--- config.mk ---
export PLATFORM = sky130hd
export DESIGN_NAME = bip_control
export DESIGN_NICKNAME = d
export VERILOG_FILES = /design/src/rtl/bip_control.sv
export SDC_FILE = /design/constraint.sdc
export NUM_CORES = 1
export LEC_CHECK = 0
export BUFFER_PORTS_ARGS = -buffer_cell sky130_fd_sc_hd__buf_2
export CORE_ASPECT_RATIO = 0.8
export CORE_MARGIN = 2
export CORE_UTILIZATION = 35
export CTS_CLUSTER_SIZE = 24
export DETAILED_ROUTE_END_ITERATION = 10
export GPL_TIMING_DRIVEN = 0
export HOLD_SLACK_MARGIN = 0.03
export PLACE_DENSITY = 0.59
export SYNTH_ARGS = -nofsm -noshare
export SYNTH_HDL_FRONTEND = slang
export SYNTH_SLANG_ARGS = --single-unit
--- constraint.sdc ---
create_clock -name i_clk -period 2.45 [get_ports i_clk]
set_input_delay 0.3675 -clock i_clk [delete_from_list [all_inputs] [get_ports i_clk]]
set_output_delay 0.3675 -clock i_clk [all_outputs]
set_load 0.005 [all_outputs]
--- src/rtl/bip_control.sv ---
// Fetch/execute control unit for the 16-bit accumulator datapath.
// Holds the PC, sequences FETCH/EXEC against a synchronous program memory and decodes opcodes.
module bip_control #(
  parameter int PC_WIDTH      = 11,
  parameter int OPERAND_WIDTH = 11,
  parameter int OPCODE_WIDTH  = 5,
  parameter int CNT_WIDTH     = 16
) (
  input  logic                                  i_clk,
  input  logic                                  i_reset,
  input  logic                                  i_start,
  input  logic [OPCODE_WIDTH+OPERAND_WIDTH-1:0] i_instr,
  output logic [PC_WIDTH-1:0]                   o_pc_addr,
  output logic [OPERAND_WIDTH-1:0]              o_operand,
  output logic [1:0]                            o_sel_a,
  output logic                                  o_sel_b,
  output logic                                  o_op,
  output logic                                  o_wr_acc,
  output logic                                  o_rd_ram,
  output logic                                  o_wr_ram,
  output logic                                  o_halted,
  output logic [CNT_WIDTH-1:0]                  o_instr_cnt
);

  typedef enum logic [1:0] {IDLE, FETCH, EXEC, HALT} state_t;

  localparam logic [OPCODE_WIDTH-1:0] OP_HLT  = OPCODE_WIDTH'(0);
  localparam logic [OPCODE_WIDTH-1:0] OP_STO  = OPCODE_WIDTH'(1);
  localparam logic [OPCODE_WIDTH-1:0] OP_LD   = OPCODE_WIDTH'(2);
  localparam logic [OPCODE_WIDTH-1:0] OP_LDI  = OPCODE_WIDTH'(3);
  localparam logic [OPCODE_WIDTH-1:0] OP_ADD  = OPCODE_WIDTH'(4);
  localparam logic [OPCODE_WIDTH-1:0] OP_ADDI = OPCODE_WIDTH'(5);
  localparam logic [OPCODE_WIDTH-1:0] OP_SUB  = OPCODE_WIDTH'(6);
  localparam logic [OPCODE_WIDTH-1:0] OP_SUBI = OPCODE_WIDTH'(7);

  state_t                    state, next_state;
  logic [PC_WIDTH-1:0]       pc;
  logic [CNT_WIDTH-1:0]      cnt;
  logic [OPCODE_WIDTH-1:0]   opcode;

  assign opcode      = i_instr[OPCODE_WIDTH+OPERAND_WIDTH-1:OPERAND_WIDTH];
  assign o_pc_addr   = pc;
  assign o_instr_cnt = cnt;
  assign o_halted    = (state == HALT);

  // PC and counter advance only as an instruction retires at the end of EXEC.
  always_ff @(posedge i_clk) begin
    if (i_reset) begin
      state <= IDLE;
      pc    <= '0;
      cnt   <= '0;
    end else begin
      state <= next_state;
      if (state == EXEC) begin
        if (opcode != OP_HLT)
          pc <= pc + PC_WIDTH'(1);
        if (cnt != '1)
          cnt <= cnt + CNT_WIDTH'(1);
      end
    end
  end

  always_comb begin
    next_state = state;
    o_operand  = '0;
    o_sel_a    = 2'b00;
    o_sel_b    = 1'b0;
    o_op       = 1'b0;
    o_wr_acc   = 1'b0;
    o_rd_ram   = 1'b0;
    o_wr_ram   = 1'b0;

    case (state)
      IDLE:    if (i_start) next_state = FETCH;
      FETCH:   next_state = EXEC;
      EXEC:    next_state = (opcode == OP_HLT) ? HALT : FETCH;
      HALT:    next_state = HALT;
      default: next_state = IDLE;
    endcase

    // A reset arriving during EXEC suppresses the strobes of the instruction it cancels.
    if (state == EXEC && !i_reset) begin
      o_operand = i_instr[OPERAND_WIDTH-1:0];
      case (opcode)
        OP_STO:  o_wr_ram = 1'b1;
        OP_LD: begin
          o_rd_ram = 1'b1;
          o_wr_acc = 1'b1;
        end
        OP_LDI: begin
          o_wr_acc = 1'b1;
          o_sel_a  = 2'b01;
        end
        OP_ADD, OP_SUB: begin
          o_rd_ram = 1'b1;
          o_wr_acc = 1'b1;
          o_sel_a  = 2'b10;
          o_op     = (opcode == OP_SUB);
        end
        OP_ADDI, OP_SUBI: begin
          o_wr_acc = 1'b1;
          o_sel_a  = 2'b10;
          o_sel_b  = 1'b1;
          o_op     = (opcode == OP_SUBI);
        end
        default: ;
      endcase
    end
  end

endmodule

## After elaboration in Yosys (flattened, before gate mapping)

Index checks and enable logic that the tools add are counted.

- Add/subtract/negate cells: 2
- Equal/unequal tests: 12
- Mux-type cells: 16
- Reduce and logical (&&, ||, !) cells: 12

Operator list:

| operator | count |
|---|---|
| equality test 5 x 3 -> 1 bit (second input constant) | 4 |
| adder 16 x 1 -> 16 bit (second input constant) | 1 |
| != test 16 bit (second input constant) | 1 |
| adder 11 x 1 -> 11 bit (second input constant) | 1 |
| 2-to-1 mux 11 bit | 1 |
| equality test 5 x 2 -> 1 bit (second input constant) | 2 |
| 2-to-1 mux 1 bit | 9 |
| case mux 2 bit (4 select lines) | 1 |
| 2-to-1 mux 2 bit | 3 |
| OR reduction 6 bit | 1 |
| equality test 5 x 1 -> 1 bit (second input constant) | 1 |
| logical NOT 5 bit | 1 |
| nonzero test 5 bit | 1 |
| equality test 2 bit (second input constant) | 2 |
| case mux 2 bit (2 select lines) | 1 |
| AND reduction 2 bit | 2 |
| OR reduction 2 bit | 2 |
| OR reduction 4 bit | 1 |
| OR reduction 3 bit | 1 |
| equality test 2 x 1 -> 1 bit (second input constant) | 1 |
| logical NOT 2 bit | 1 |
| != test 2 bit (second input constant) | 1 |
| case mux 1 bit (2 select lines) | 1 |
| logical AND 1 bit | 1 |
| logical NOT 1 bit | 1 |

- Register bits: 29
- Input port bits: 19
- Output and inout bits: 46
- Logic and storage cells: 45

## Longest topological paths before layout

Gate-level depths: netlist of run 1.

- Depth in word-level cells: 4
- Gate-level depth with buffers: 6

## Worst setup path before layout of run 1

Ideal clock, no wire load.

- Kind: register to register
- From: reg cnt[0] (netlist: o_instr_cnt[0])
- To: reg cnt[10] (netlist: o_instr_cnt[10])
- Arrival: 1.772 ns
- Slack: 0.607 ns
- Stages on the path, launching flop included: 7
- Period minus slack after synthesis: 1.843 ns
- Path through: dfxtp_1 -> ha_1 -> nand4_1 -> or3_1 -> clkbuf_2 -> or4_1 -> a21oi_1

- Cells in the longest elaborated chain, start to end: 2
- Elaborated cells on any way between the ends: 3
- Those cells by class: 1 x add/sub; 1 x eq/ne; 1 x reduce/logical

Ends and longest elaborated chain:

| item | line | source |
|---|---|---|
| start: declaration | 38 | `logic [CNT_WIDTH-1:0] cnt;` |
| start signal: assignment | 58 | `cnt <= cnt + CNT_WIDTH'(1);` |
| branches (longest 2 deep; another with adder 16 x 1 -> 16 bit) | - |  |

Parallel ways; which one is timed is not known.
A chain may end at the register's enable or synchronous reset.

## Worst setup path after layout of run 1

- From: reg state[0]
- To: out o_sel_a[0]

- Cells in the longest elaborated chain, start to end: 3

Ends and longest elaborated chain:

| item | line | source |
|---|---|---|
| start: declaration | 36 | `state_t state, next_state;` |
| start signal: assignment | 53 | `state <= next_state;` |
| equality test 2 bit | 82 | `if (state == EXEC && !i_reset) begin` |
| logical AND 1 bit | 82 |  |
| 2-to-1 mux 2 bit | 82 |  |
| end: declaration | 15 | `output logic [1:0] o_sel_a,` |

Every way passes these cells.

==> results of run 1 <==
-- layer usage --
| metal | vias up | part of all wire, % | GRT usage [%] |
|---|---|---|---|
| li1 | 856 | - | - |
| met1 | 733 | 52 | 23.93 |
| met2 | 28 | 44 | 24.68 |
| met3 | 2 | 3.5 | 3.955 |
| met4 | 0 | 0.37 | 5.172 |
| met5 | - | 0 | 0 |
-- how the worst max path moves through the flow --
stage,slack (ns),from,depth (start not counted),end
6_report,0.23,state[0]$_SDFFE_PP0P_,5,o_sel_a[0]
5_1_grt,0.08,state[0]$_SDFFE_PP0P_,5,o_sel_a[0]
4_1_cts,0.25,state[0]$_SDFFE_PP0P_,5,o_sel_a[0]
3_5_place_dp,0.40,o_instr_cnt[1]$_SDFFE_PP0P_,6,o_instr_cnt[10]$_SDFFE_PP0P_
3_3_place_gp,0.40,o_instr_cnt[0]$_SDFFE_PP0P_,6,o_instr_cnt[10]$_SDFFE_PP0P_
2_1_floorplan,0.61,o_instr_cnt[0]$_SDFFE_PP0P_,6,o_instr_cnt[10]$_SDFFE_PP0P_
-- cells in the final DEF, fill, tap and decap left out, types with 2 or more instances in the layout --
cell,count
buf_2,64
dfxtp_1,29
and3_1,15
a21oi_1,15
nor2_1,13
nand2_1,12
o21ai_0,9
or3_1,9
inv_1,7
clkbuf_1,7
or4_1,7
nor2b_1,6
nor3_1,6
nand3_1,6
o31ai_1,6
clkbuf_8,6
nand4_1,5
xor2_1,5
and2_1,3
nor4_1,3
mux2_2,3
o2111ai_1,3
mux2i_1,2
and4_1,2
ha_1,2
-- per-stage QoR --
step	total power, mW	hold WS (ns)
2_1_floorplan	0.5219	0.4682
3_3_place_gp	0.5528	0.4669
3_5_place_dp	0.5538	0.4728
4_1_cts	0.9503	0.3207
5_1_grt	0.9835	0.3549
6_report	0.9374	0.3316
-- power by group through the flow --
stage | combinational (mW) | clock [mW] | sequential, mW
after floorplan | 0.0311 | 0 | 0.491
after global placement | 0.0607 | 0 | 0.492
after detailed placement | 0.0615 | 0 | 0.492
after CTS | 0.0616 | 0.407 | 0.482
after global routing | 0.0698 | 0.431 | 0.482
final | 0.0611 | 0.394 | 0.482
-- state kept, by name (all words and copies together) (netlist names) --
| signal | count |
|---|---|
| o_pc_addr | 11 |
| state | 2 |
| o_instr_cnt | 16 |
-- worst max-delay path, delay by kind of cell, from the launching register on --
| family | cells | cell delay (ns) |
|---|---|---|
| AND/OR/NAND/NOR | 4 | 1.12 |
| buffers and inverters | 1 | 0.14 |
| flip-flops | 1 | 0.34 |
-- cell type report --
class | count | area [sq um] | share of cell area [%]
plain buffers | 9 | 36.28 | 1.768
well taps | 57 | 71.32 | 3.476
repair buffers | 63 | 315.3 | 15.37
multi-input cells | 146 | 935.9 | 45.61
clock buffers | 7 | 86.33 | 4.207
flip-flops and latches | 29 | 580.6 | 28.29
inverters | 7 | 26.28 | 1.280
-- logic make-up (layout without fill, tap and decap cells) --
logic type | after synthesis | count (layout) | share of synthesized area [%]
AO/OA/AOI/OAI | 41 | 41 | 16.24
XOR/XNOR | 5 | 5 | 2.773
adder cells (fa/ha/maj) | 2 | 2 | 1.585
buffers and inverters | 16 | 86 | 3.961
flip-flops | 29 | 29 | 36.77
multiplexers | 5 | 5 | 3.407
AND/OR/NAND/NOR | 93 | 93 | 35.26
-- Yosys cell counts, types with 5 or more instances --
cell / count
a21oi_1: 15
and3_1: 15
clkbuf_1: 6
dfxtp_1: 29
inv_1: 7
nand2_1: 12
nand3_1: 6
nand4_1: 5
nor2_1: 13
nor2b_1: 6
nor3_1: 6
o21ai_0: 9
o31ai_1: 6
or3_1: 9
or4_1: 7
xor2_1: 5
==> qor.csv, run 1 <==
metric,value,unit
critPathMaxFanout,7,
clock-sinks,29,
nets,282,
num_io_pins,65,
synthCells,191,
area_growth,29.95,%
first_pass_iters,4,
die_x,79.10,microns
synthArstFlopShare,0,%
vias,1619,
worst_setup_path_end_kind,primary output,
synthDistinctLibCells,40,
clockBufferDepth,2,
fin_util,48.21,%
grt-ovfl-total,0,
crit_slowest_cell,nor4_1,
insertion_delay,0.28,ns
grt_pass1_wl,6699,microns
grt_pass1_vias,1418,
ys_ff_latch,29,
core_region_area,0.004257,sq mm
cts_buffers,5,
cts_setup_buffers,0,
worstReg2RegStart,o_instr_cnt[0]$_SDFFE_PP0P_,
grt_max_degree,11,
rows,21,
post-route-period-util,90.67,%
skew,0.008291,ns
worstPathCellList,nand2b_1 > nor4_1 > nand2_1 > nor3b_1 > buf_2,
totalWireLength,4093,microns
cts_root_buffer,clkbuf_8,
chipHeight,64.08,microns
track_usage,16.69,%
fmax,450.1,MHz
antenna_left,0,
netlist.area_leader.share,36.77,%
antenna_found_initial,0,
cts_hold_buf,0,
hpwl,3074,microns
drv_cap,0,
routed_via_density,5.091,
min-delay-path-class,input port to register,
internal-power,0.7237,mW
ff2ff_path_depth,6,
critical_path.startpoint_type,register,
start_util,37.10,%
gp_congestion,0.7752,
path_class,register to primary output,
pwr-share-clk,42.0,%
place_area,0.001966,sq mm
port_buffers,63,
maxSlewViolCount,0,
nFillCells,442,
ff2ff_setup_slack,0.37,ns
syn-cell-area,0.001579,sq mm
pwr-share-seq,51.4,%
slew_headroom,58.75,%
placed_cells,311,
cts_tree,yes,
synth_top_area_cell,dfxtp_1,
post-place-ws,0.3953,ns
avgSynthCellArea,8.267,sq um
die_area,0.005068,sq mm
setup_violations,0,
ys.flop_type,dfxtp_1,
rsz0062_at_grt,false,
timing.setup.tns,0,ns
slowest_delay,0.51,ns
finalNonFillerCells,318,
synth_area_leaders,"dfxtp_1 37%, and3_1 5.9%, a21oi_1 4.8%",
synth-edff-count,0,
h-tree-depth,2,
pwr_density_cell,456.8,mW/mm^2
synth_seq_area_share,36.77,%
yosysWarnings,0,
power_frac_comb,6.5,%
drc,0,
tightest_slew,0.6130,ns
worstPathArrival,1.85,ns
swShare,22.80,%
ir_drop,0.2349,mV
r2r-end,o_instr_cnt[10]$_SDFFE_PP0P_,
synth_nets,212,
power_leakage,0.9476,nW
stdcell_area,0.002052,sq mm
antenna_cells,0,
outcome,completed,
whs_endpoint,state[0]$_SDFFE_PP0P_,
fin_ws,0.2285,ns
crit_required,2.08,ns
p_sw,0.2137,mW
path_clk_slew,0.06,ns
hold_viol,0,
wl_per_cell,12.87,microns
cts_resized,0,
min_path_cells,3,
fin_crit,2.221,ns
drive_above_1_share,29.89,%
worstHoldStart,i_start,
first_iter_violations,85,
(Power assumes the default switching activity.)
==> inputs of run 2 (changes only) <==
--- a/config.mk
+++ b/config.mk
@@ -13,7 +13,7 @@
 export DETAILED_ROUTE_END_ITERATION = 10
 export GPL_TIMING_DRIVEN = 0
 export HOLD_SLACK_MARGIN = 0.03
-export PLACE_DENSITY = 0.59
+export PLACE_DENSITY = 0.72
 export SYNTH_ARGS = -nofsm -noshare
 export SYNTH_HDL_FRONTEND = slang
 export SYNTH_SLANG_ARGS = --single-unit
==> qor.csv, run 2 (same netlist as run 1, synthesis figures left out) <==
metric,value,unit
outcome,completed,
core_region_area,0.004257,sq mm
die_area,0.005068,sq mm
pwr_density_cell,451.1,mW/mm^2
drc,0,
totalWireLength,4067,microns
nets,282,
worstHoldStart,i_start,
skew,0.003887,ns
grt-ovfl-total,0,
worstPathCellList,nand2b_1 > nor4_1 > nand2_1 > nor3b_1 > buf_2,
crit_start,state[0]$_SDFFE_PP0P_,
clock-sinks,29,
die_x,79.10,microns
grt_pass1_wl,6686,microns
power_leakage,0.9482,nW
antenna_cells,0,
fin_util,48.12,%
cts_setup_buffers,0,
rsz0062_at_grt,false,
drive_above_1_share,30.15,%
path_clk_slew,0.06,ns
port_buffers,63,
insertion_delay,0.28,ns
timing.setup.tns,0,ns
routed_via_density,5.144,
cts_resized,0,
layout_commonest_cell,buf_2,
hpwl,3130,microns
setup_violations,0,
path_buf_inv,1,
gp_congestion,0.7670,
track_usage,16.89,%
critPathMaxFanout,7,
endpoint,o_sel_a[0],
fin_total_pwr,0.9239,mW
slew_headroom,57.89,%
h-tree-depth,2,
crit_required,2.08,ns
min-delay-path-class,input port to register,
hold_viol,0,
slowest_delay,0.52,ns
clockBufferDepth,2,
first_iter_violations,110,
antenna_found_initial,0,
num_io_pins,65,
critPathTopFamily,simple AND/OR/NAND/NOR gates,
antenna_left,0,
cts_tree,yes,
ir_drop,0.2306,mV
cts_root_buffer,clkbuf_8,
fin_crit,2.229,ns
chipHeight,64.08,microns
largest_reg_flops,16,
rows,21,
post-route-period-util,90.99,%
maxSlewViolCount,0,
fmax,448.6,MHz
wl_per_cell,12.75,microns
cts_buffers,5,
r2r-end,o_instr_cnt[10]$_SDFFE_PP0P_,
vias,1641,
start_util,37.10,%
grt_max_degree,11,
drv_cap,0,
first_pass_iters,4,
mostFrequentLayoutCells,"64 x buf_2, 29 x dfxtp_1, 15 x and3_1, 15 x a21oi_1, 13 x nor2_1",
worst_setup_path_end_kind,primary output,
ff2ff_setup_slack,0.39,ns
critical_path.startpoint_type,register,
ff2ff_path_depth,6,
hold_ws,0.3381,ns
worst-path-stages,5,
cts_hold_buf,0,
area_growth,29.71,%
crit_slowest_cell,nor4_1,
grt_pass1_vias,1421,
tightest_slew,0.6259,ns
worstPathArrival,1.86,ns
worstReg2RegStart,o_instr_cnt[1]$_SDFFE_PP0P_,
path_class,register to primary output,
-- run 2: cell count changes in the layout (fill, tap and decap cells not counted), sizes merged --
cell and delta:
clkbuf -1, clkinv +2
-- run 2: worst min path at each step --
stage	to	cells after the start
after floorplan	o_pc_addr[10]$_SDFFE_PP0P_	2
after global placement	o_pc_addr[10]$_SDFFE_PP0P_	2
after detailed placement	o_pc_addr[10]$_SDFFE_PP0P_	2
after CTS	state[0]$_SDFFE_PP0P_	3
after global routing	state[0]$_SDFFE_PP0P_	3
final	state[0]$_SDFFE_PP0P_	3
-- run 2: worst reg2reg max path: cells and delay by family, from the launching register on --
family                     cells  cell delay [ns]
and+or+nand+nor                3             0.94
adders and majority gates      1             0.31
buffers and inverters          1             0.16
AOI/OAI and AO/OA              1             0.14
DFF                            1             0.44
-- run 2: power by group --
group	total, mW	internal (mW)	switching [mW]
sequential	0.482	0.476	0.00571
combinational	0.0611	0.0253	0.0358
clock	0.381	0.196	0.185
total	0.924	0.697	0.226
-- run 2: layer usage --
metal | vias to the layer above | routed length [microns] | part of all wire, % | global-route usage, %
li1 | 858 | - | - | -
met1 | 741 | 2022 | 50 | 24.26
met2 | 34 | 1814 | 45 | 23.83
met3 | 8 | 150 | 3.7 | 3.814
met4 | 0 | 80 | 2.0 | 7.759
met5 | - | 0 | 0 | 0
-- run 2: layout make-up --
cell class,count,area (sq um)
buffer,9,36.28
multi-input combinational,146,935.9
tap,57,71.32
sequential,29,580.6
clock buffer,6,72.57
inverter,7,26.28
clock inverter,2,10.01
timing repair buffer,63,315.3
fill,442,2208
-- run 2: through the flow --
step           cell area, sq um  setup slack [ns]  instances
2_1_floorplan              1579            0.6072        191
3_3_place_gp               1966            0.4195        311
3_5_place_dp               1966            0.4260        311
4_1_cts                    2048            0.1995        319
5_1_grt                    2048           0.02042        319
6_report                   2048            0.2207        319
==> inputs of run 3 (changes only) <==
--- a/config.mk
+++ b/config.mk
@@ -8,12 +8,12 @@
 export BUFFER_PORTS_ARGS = -buffer_cell sky130_fd_sc_hd__buf_2
 export CORE_ASPECT_RATIO = 0.8
 export CORE_MARGIN = 2
-export CORE_UTILIZATION = 35
+export CORE_UTILIZATION = 48
 export CTS_CLUSTER_SIZE = 24
 export DETAILED_ROUTE_END_ITERATION = 10
 export GPL_TIMING_DRIVEN = 0
 export HOLD_SLACK_MARGIN = 0.03
-export PLACE_DENSITY = 0.72
+export PLACE_DENSITY = 0.91
 export SYNTH_ARGS = -nofsm -noshare
 export SYNTH_HDL_FRONTEND = slang
 export SYNTH_SLANG_ARGS = --single-unit
==> qor.csv, run 3 (same netlist as run 1, synthesis figures left out) <==
metric,value,unit
outcome,completed,
rsz0062_at_grt,false,
nets,282,
grt_max_degree,11,
totalWireLength,4306,microns
start_util,50.81,%
worst_setup_path_end_kind,primary output,
cts_hold_buf,0,
min-delay-path-class,input port to register,
crit_required,2.08,ns
cts_buffers,5,
hold_viol,0,
power_leakage,0.9485,nW
setup_violations,0,
path_clk_slew,0.07,ns
track_usage,23.79,%
first_iter_violations,189,
ff2ff_path_depth,6,
die_x,68.13,microns
r2r-end,o_instr_cnt[10]$_SDFFE_PP0P_,
endpoint,o_sel_a[0],
cts_resized,0,
largest_reg_flops,16,
antenna_left,0,
antenna_cells,0,
pwr_density_cell,461.8,mW/mm^2
clockBufferDepth,2,
first_pass_iters,5,
tightest_slew,0.5747,ns
vias,1712,
ir_drop,0.2648,mV
grt_pass1_wl,6803,microns
drc,0,
critPathMaxFanout,7,
core_region_area,0.003108,sq mm
fmax,472.3,MHz
timing.setup.tns,0,ns
finalNonFillerCells,302,
num_io_pins,65,
cts_root_buffer,clkbuf_8,
insertion_delay,0.29,ns
port_buffers,63,
die_area,0.003767,sq mm
cts_setup_buffers,0,
grt-ovfl-total,0,
ff2ff_setup_slack,0.36,ns
clock-sinks,29,
worstReg2RegStart,o_instr_cnt[0]$_SDFFE_PP0P_,
routed_via_density,5.669,
cts_tree,yes,
post-route-period-util,86.42,%
fin_util,65.42,%
drive_above_1_share,30.53,%
antenna_found_initial,0,
rows,18,
maxSlewViolCount,0,
hpwl,3053,microns
gp_congestion,0.8163,
slew_headroom,61.39,%
worstPathArrival,1.75,ns
drv_cap,0,
placed_cells,294,
area_growth,28.76,%
critical_path.startpoint_type,register,
path_class,register to primary output,
grt_pass1_vias,1443,
crit_start,state[0]$_SDFFE_PP0P_,
layout_commonest_cell,buf_2,
fin_crit,2.117,ns
chipHeight,55.30,microns
skew,0.01203,ns
mostFrequentLayoutCells,"64 x buf_2, 29 x dfxtp_1, 15 x and3_1, 15 x a21oi_1, 13 x nor2_1",
h-tree-depth,2,
wl_per_cell,14.26,microns
run 3: cell counts in the layout (fill, tap and decap cells not counted):
No cell type changed its count.
run 3: final cells by class:
class	instances	area [sq um]
plain buffers	9	36.28
multi-input cells	146	942.2
clock inverters	2	10.01
repair buffers	63	315.3
well taps	40	50.05
flip-flops and latches	29	580.6
fillers	274	1075
clock buffers	6	72.57
inverters	7	26.28
run 3: metrics by stage:
stage	power, mW	instance area [sq um]	hold slack [ns]	setup WS [ns]
floorplan	0.5219	1579	0.4682	0.6072
global placement	0.5512	1944	0.4656	0.4593
detailed placement	0.5539	1944	0.4740	0.4058
CTS	0.9388	2027	0.3062	0.1173
global route	0.9654	2033	0.3474	0.1493
finish	0.9389	2033	0.3082	0.3326
run 3: report_power, final:
group	internal, mW	switching [mW]
registers	0.476	0.00580
clock network	0.196	0.197
logic	0.0255	0.0384
run 3: per-layer routing:
layer  routed length, microns  global-route usage (%)
met1                     1989                   33.16
met2                     1973                   34.54
met3                      286                   6.721
met4                       56                   9.143
met5                        0                       0
run 3: critical path: stages, from the launching register on:
cell	delay, ns
dfxtp_1	0.35
nand2b_1	0.25
nor4_2	0.40
nand2_1	0.14
nor3b_1	0.18
buf_2	0.13
run 3: worst min path at each step:
stage	startpoint	endpoint	slack [ns]	cells after the start
final	i_start	state[0]$_SDFFE_PP0P_	0.31	3
after global routing	i_start	state[0]$_SDFFE_PP0P_	0.35	3
after CTS	i_start	state[0]$_SDFFE_PP0P_	0.31	3
after detailed placement	o_pc_addr[10]$_SDFFE_PP0P_	o_pc_addr[10]$_SDFFE_PP0P_	0.47	2
after global placement	o_pc_addr[10]$_SDFFE_PP0P_	o_pc_addr[10]$_SDFFE_PP0P_	0.47	2
after floorplan	o_pc_addr[10]$_SDFFE_PP0P_	o_pc_addr[10]$_SDFFE_PP0P_	0.47	2
